===== config.mk =====
export PLATFORM = sky130hd
export DESIGN_NAME = regfile_wb_arbiter
export DESIGN_NICKNAME = d
export VERILOG_FILES = /design/src/rtl/regfile_wb_arbiter.sv
export SDC_FILE = /design/constraint.sdc
export NUM_CORES = 1
export LEC_CHECK = 0
export BUFFER_PORTS_ARGS = -buffer_cell sky130_fd_sc_hd__buf_2
export CORE_MARGIN = 10
export CORE_UTILIZATION = 40
export CTS_BUF_LIST = sky130_fd_sc_hd__clkbuf_16
export DETAILED_ROUTE_END_ITERATION = 12
export PLACE_DENSITY_LB_ADDON = 0.25
export SLEW_MARGIN = 20
export SYNTH_ARGS = -nofsm -noshare
export SYNTH_HDL_FRONTEND = slang
export SYNTH_SLANG_ARGS = --single-unit
export TNS_END_PERCENT = 5

===== constraint.sdc =====
create_clock -name clock -period 3.1 [get_ports clock]
set_input_delay 0.62 -clock clock [delete_from_list [all_inputs] [get_ports clock]]
set_output_delay 0.62 -clock clock [all_outputs]
set_load 0.01 [all_outputs]

===== src/rtl/regfile_wb_arbiter.sv =====
// Register-file writeback arbiter: two writers share one write port, with
// starvation-bounded fixed priority and a busy-bit scoreboard for hazard lookup.
module regfile_wb_arbiter #(
    parameter int STARVE_LIMIT = 4
) (
    input  logic        clock,
    input  logic        reset,
    input  logic        valid0,
    input  logic [4:0]  addr0,
    input  logic [31:0] data0,
    output logic        ready0,
    input  logic        valid1,
    input  logic [4:0]  addr1,
    input  logic [31:0] data1,
    output logic        ready1,
    input  logic        issue_valid,
    input  logic [4:0]  issue_rd,
    input  logic [4:0]  query_rs1,
    input  logic [4:0]  query_rs2,
    output logic        rs1_busy,
    output logic        rs2_busy,
    output logic        wb_we,
    output logic [4:0]  wb_addr,
    output logic [31:0] wb_data
);

    localparam logic [3:0] LIMIT = 4'(STARVE_LIMIT);

    logic [3:0]  starve_cnt_q, starve_cnt_d;
    logic        wb_we_q, wb_we_d;
    logic [4:0]  wb_addr_q, wb_addr_d;
    logic [31:0] wb_data_q, wb_data_d;
    logic [31:0] busy_q, busy_d;

    logic starve;
    logic grant0;
    logic grant1;

    always_comb begin
        starve = (starve_cnt_q == LIMIT);
        ready0 = !starve;
        ready1 = starve || !valid0;
        grant0 = valid0 && ready0;
        grant1 = valid1 && ready1;
    end

    // Refusal counter: any cycle requester 1 is idle or served restarts the count.
    always_comb begin
        starve_cnt_d = starve_cnt_q;
        if (!valid1 || grant1) begin
            starve_cnt_d = 4'd0;
        end else if (starve_cnt_q != LIMIT) begin
            starve_cnt_d = starve_cnt_q + 4'd1;
        end
    end

    // NOTE: every signal assigned in always_comb gets a default first, so no path infers a latch.
    always_comb begin
        wb_we_d   = 1'b0;
        wb_addr_d = wb_addr_q;
        wb_data_d = wb_data_q;
        if (grant0) begin
            wb_we_d   = (addr0 != 5'd0);
            wb_addr_d = addr0;
            wb_data_d = data0;
        end else if (grant1) begin
            wb_we_d   = (addr1 != 5'd0);
            wb_addr_d = addr1;
            wb_data_d = data1;
        end
    end

    // Clear before set so a same-cycle issue to the retiring register stays busy.
    always_comb begin
        busy_d = busy_q;
        if (grant1) begin
            busy_d[addr1] = 1'b0;
        end
        if (issue_valid && (issue_rd != 5'd0)) begin
            busy_d[issue_rd] = 1'b1;
        end
        busy_d[0] = 1'b0;
    end

    // NOTE: state registers use non-blocking assignments so all flops update from pre-edge values.
    always_ff @(posedge clock or posedge reset) begin
        if (reset) begin
            starve_cnt_q <= 4'd0;
            wb_we_q      <= 1'b0;
            wb_addr_q    <= 5'd0;
            wb_data_q    <= 32'd0;
            busy_q       <= 32'd0;
        end else begin
            starve_cnt_q <= starve_cnt_d;
            wb_we_q      <= wb_we_d;
            wb_addr_q    <= wb_addr_d;
            wb_data_q    <= wb_data_d;
            busy_q       <= busy_d;
        end
    end

    always_comb begin
        wb_we    = wb_we_q;
        wb_addr  = wb_addr_q;
        wb_data  = wb_data_q;
        rs1_busy = busy_q[query_rs1];
        rs2_busy = busy_q[query_rs2];
    end

endmodule


==> flow_metrics.env <==
export IMPL_clock_sinks=73
export IMPL_post_cts_buffers=0
export IMPL_cts_buffer_depth=2
export IMPL_htreeDepth=3
export IMPL_synthCells=396
export IMPL_drive_above_1_share_pct=30.4
export IMPL_grt_pass1_wl_um=19300
export IMPL_ctsResizeCount=0
export IMPL_placed_area_um2=4720
export IMPL_p_comb_share_pct=20.7
export IMPL_vdd_drop_max_v=0.000284
export IMPL_synth_mux_area_share_pct=17.3
export IMPL_drc=0
export IMPL_dr_pass1_iters=4
export IMPL_stdcell_area_um2=4960
export IMPL_fin_util_pct=51.2
export IMPL_crit_top_cell="buf_2"
export IMPL_hold_class="input port to asynchronous set/reset pin"
export IMPL_maxCapViolCount=0
export IMPL_ys_flop_type="dfrtp_1"
export IMPL_max_stage_delay_ns=0.51
export IMPL_postCtsHoldBufs=0
export IMPL_power_switching_w=0.000764
export IMPL_start_util_pct=40.8
export IMPL_power_leakage_nw=2.33
export IMPL_fill_cells=926
export IMPL_clkPwrFrac_pct=33.1
export IMPL_rsz0062_at_grt="no"
export IMPL_critPathLaunchType="input port"
export IMPL_p_per_area_nw_per_um2=534
export IMPL_syn_cell_area_um2=3950
export IMPL_cp_num_buf_inv=2
export IMPL_root_buffer="clkbuf_16"
export IMPL_die_h_um=119
export IMPL_async_flop_share_pct=100
export IMPL_ys_seq_elements=73
export IMPL_grt_usage_pct=16.7
export IMPL_critPathKind="input port to primary output"
export IMPL_synth_xor_area_share_pct=0.443
export IMPL_grt_pass1_vias=3695
export IMPL_antenna_found_initial=1
export IMPL_ys_warn_count=0
export IMPL_slew_limit_headroom_pct=51.8
export IMPL_crit_family="multiplexers"
export IMPL_synth_edf_count=0
export IMPL_tritoncts="yes"
export IMPL_seq_area_um2=1830
export IMPL_io_pin_count=136
export IMPL_timing_setup_tns_ns=0
export IMPL_core_um2=9680
export IMPL_worst_hold_slack_ns=0.409
export IMPL_ant_nets=0
export IMPL_max_freq_ghz=0.403
export IMPL_skew_ns=0.00446
export IMPL_grt_overflow_total=0
export IMPL_outcome="completed"
export IMPL_yosysTopAreaCellShare_pct=46.2
export IMPL_diodes=0
export IMPL_r2r_start="starve_cnt_q[0]"
export IMPL_drt_vias_per_instance=5.43
export IMPL_design_die_area_um2=14300
export IMPL_synth_adder_area_share_pct=0.633
export IMPL_setup_viol=0
export IMPL_synth_nets=492
export IMPL_required_ns=2.48
export IMPL_report_final_slew_viol_count=0
export IMPL_synth_top_family_by_area="compound AO/OA/AOI/OAI gates"
export IMPL_fin_nets=619
export IMPL_dp_hpwl_um=9460
export IMPL_synth_area_leaders="dfrtp_1 46%, mux2i_1 14%, a21oi_1 5.4%"
export IMPL_cp_end_kind="primary output"
export IMPL_wire_per_inst_um=18.0
export IMPL_multi_input_area_um2=1970
export IMPL_fin_cells=659
export IMPL_clk_pin_slew_ns=0.06
export IMPL_fin_crit_sh_pct=80.1
export IMPL_yosys_area_share_simple_pct=13.6
export IMPL_yosysMostFrequentCell="dfrtp_1"
export IMPL_placed_cells=645
export IMPL_yosysUniqueCellTypes=38
export IMPL_layout_min_cycle_time_ns=2.48
export IMPL_vias=3579
export IMPL_worstPathMaxFanout=10
export IMPL_worst_pin_slew_ns=0.721
export IMPL_place_gp_congestion=0.872
export IMPL_synth_area_per_cell_um2=9.98
export IMPL_syn2layout_area_growth_pct=25.5
export IMPL_switching_share_pct=28.8
export IMPL_drt_initial_drc_count=230
export IMPL_rr_worst_depth=8
export IMPL_cpMaxStageDelayCell="mux4_2"
export IMPL_power_frac_seq_pct=46.2
export IMPL_hold_viol=0
export IMPL_synth_compound_area_share_pct=17.7
export IMPL_port_buffers=135
export IMPL_rows=36
export IMPL_grt_max_degree=43
export IMPL_wirelength_um=11900
export IMPL_path_cells="buf_2 > mux4_2 > nand2b_1 > o2111ai_1 > nand4_1 > buf_2"
export IMPL_synthTopCellsByCount="73 x dfrtp_1, 55 x mux2i_1, 49 x nor2_1"
export IMPL_yosys_area_top_type="dfrtp_1"
export IMPL_clock_latency_ns=0.33
export IMPL_cts_buffers=9
export IMPL_reg2reg_setup_slack_ns=1.23
export IMPL_r2r_end="wb_we"
export IMPL_die_x_um=119
export IMPL_p_int_w=0.00189
export IMPL_worstPathArrival_ns=1.86
export IMPL_ys_seq_area_share_pct=46.2
-- how the worst max path moves through the flow --
stage	cells after the start	from	slack, ns	to
floorplan	1	reset	0.63	busy_q[10]
global placement	6	query_rs2[1]	0.62	rs2_busy
detailed placement	6	query_rs2[1]	0.60	rs2_busy
CTS	6	query_rs2[1]	0.60	rs2_busy
global route	6	query_rs2[1]	0.48	rs2_busy
finish	6	query_rs2[1]	0.62	rs2_busy
-- area by class of cell --
class	count	share of cell area [%]
tap	133	3.36
sequential	73	36.8
inverter	9	0.681
clock inverter	5	0.378
timing repair buffer	139	14.5
clock buffer	9	4.54
multi-input combinational	291	39.7
-- cell families (layout without fill, tap and decap cells) --
kind of cell               Yosys count  in the layout
adders and majority gates            2              2
xor gates and xnor gates             2              2
AOI/OAI and AO/OA                  114            114
buffers and inverters               32            162
and+or+nand+nor                    112            112
muxes                               61             61
DFF                                 73             73
-- state kept, by name (all words and copies together), names as in the netlist --
signal,flops
wb_data,32
busy_q,31
wb_addr,5
starve_cnt_q,4
wb_we,1
-- power by group through the flow --
stage | Sequential, W | Clock [W] | Combinational (W)
after floorplan | 0.00121 | 0 | 0.000339
after global placement | 0.00123 | 0 | 0.000542
after detailed placement | 0.00124 | 0 | 0.000556
after CTS | 0.00122 | 0.000893 | 0.000557
after global routing | 0.00124 | 0.000938 | 0.000614
final | 0.00122 | 0.000876 | 0.000549
-- cells in the final DEF (no fill, tap or decap), types with 4 or more instances in the layout --
master,instances
buf_2,135
dfrtp_1,73
mux2i_1,55
nor2_1,49
a21oi_1,43
o21ai_0,38
nand2_1,16
nand3_1,13
inv_1,10
nor2b_1,9
a22o_1,9
clkbuf_16,9
nand2b_1,8
mux4_2,6
a211oi_1,5
a22oi_1,4
-- through the flow --
| step | total power, W | setup slack, ns |
|---|---|---|
| floorplan | 0.00155 | 0.627 |
| global placement | 0.00177 | 0.621 |
| detailed placement | 0.00179 | 0.601 |
| CTS | 0.00267 | 0.600 |
| global route | 0.00280 | 0.480 |
| finish | 0.00265 | 0.618 |
-- layer usage --
metal / GRT usage [%] / part of all wire [%] / vias to the layer above
met5: 0 / 0.11 / -
met1: 19.3 / 41 / 1720
met2: 26.5 / 47 / 143
li1: - / - / 1702
met3: 8.74 / 11 / 12
met4: 4.68 / 1.2 / 2
Note: power is estimated with default switching activity, not from simulation.
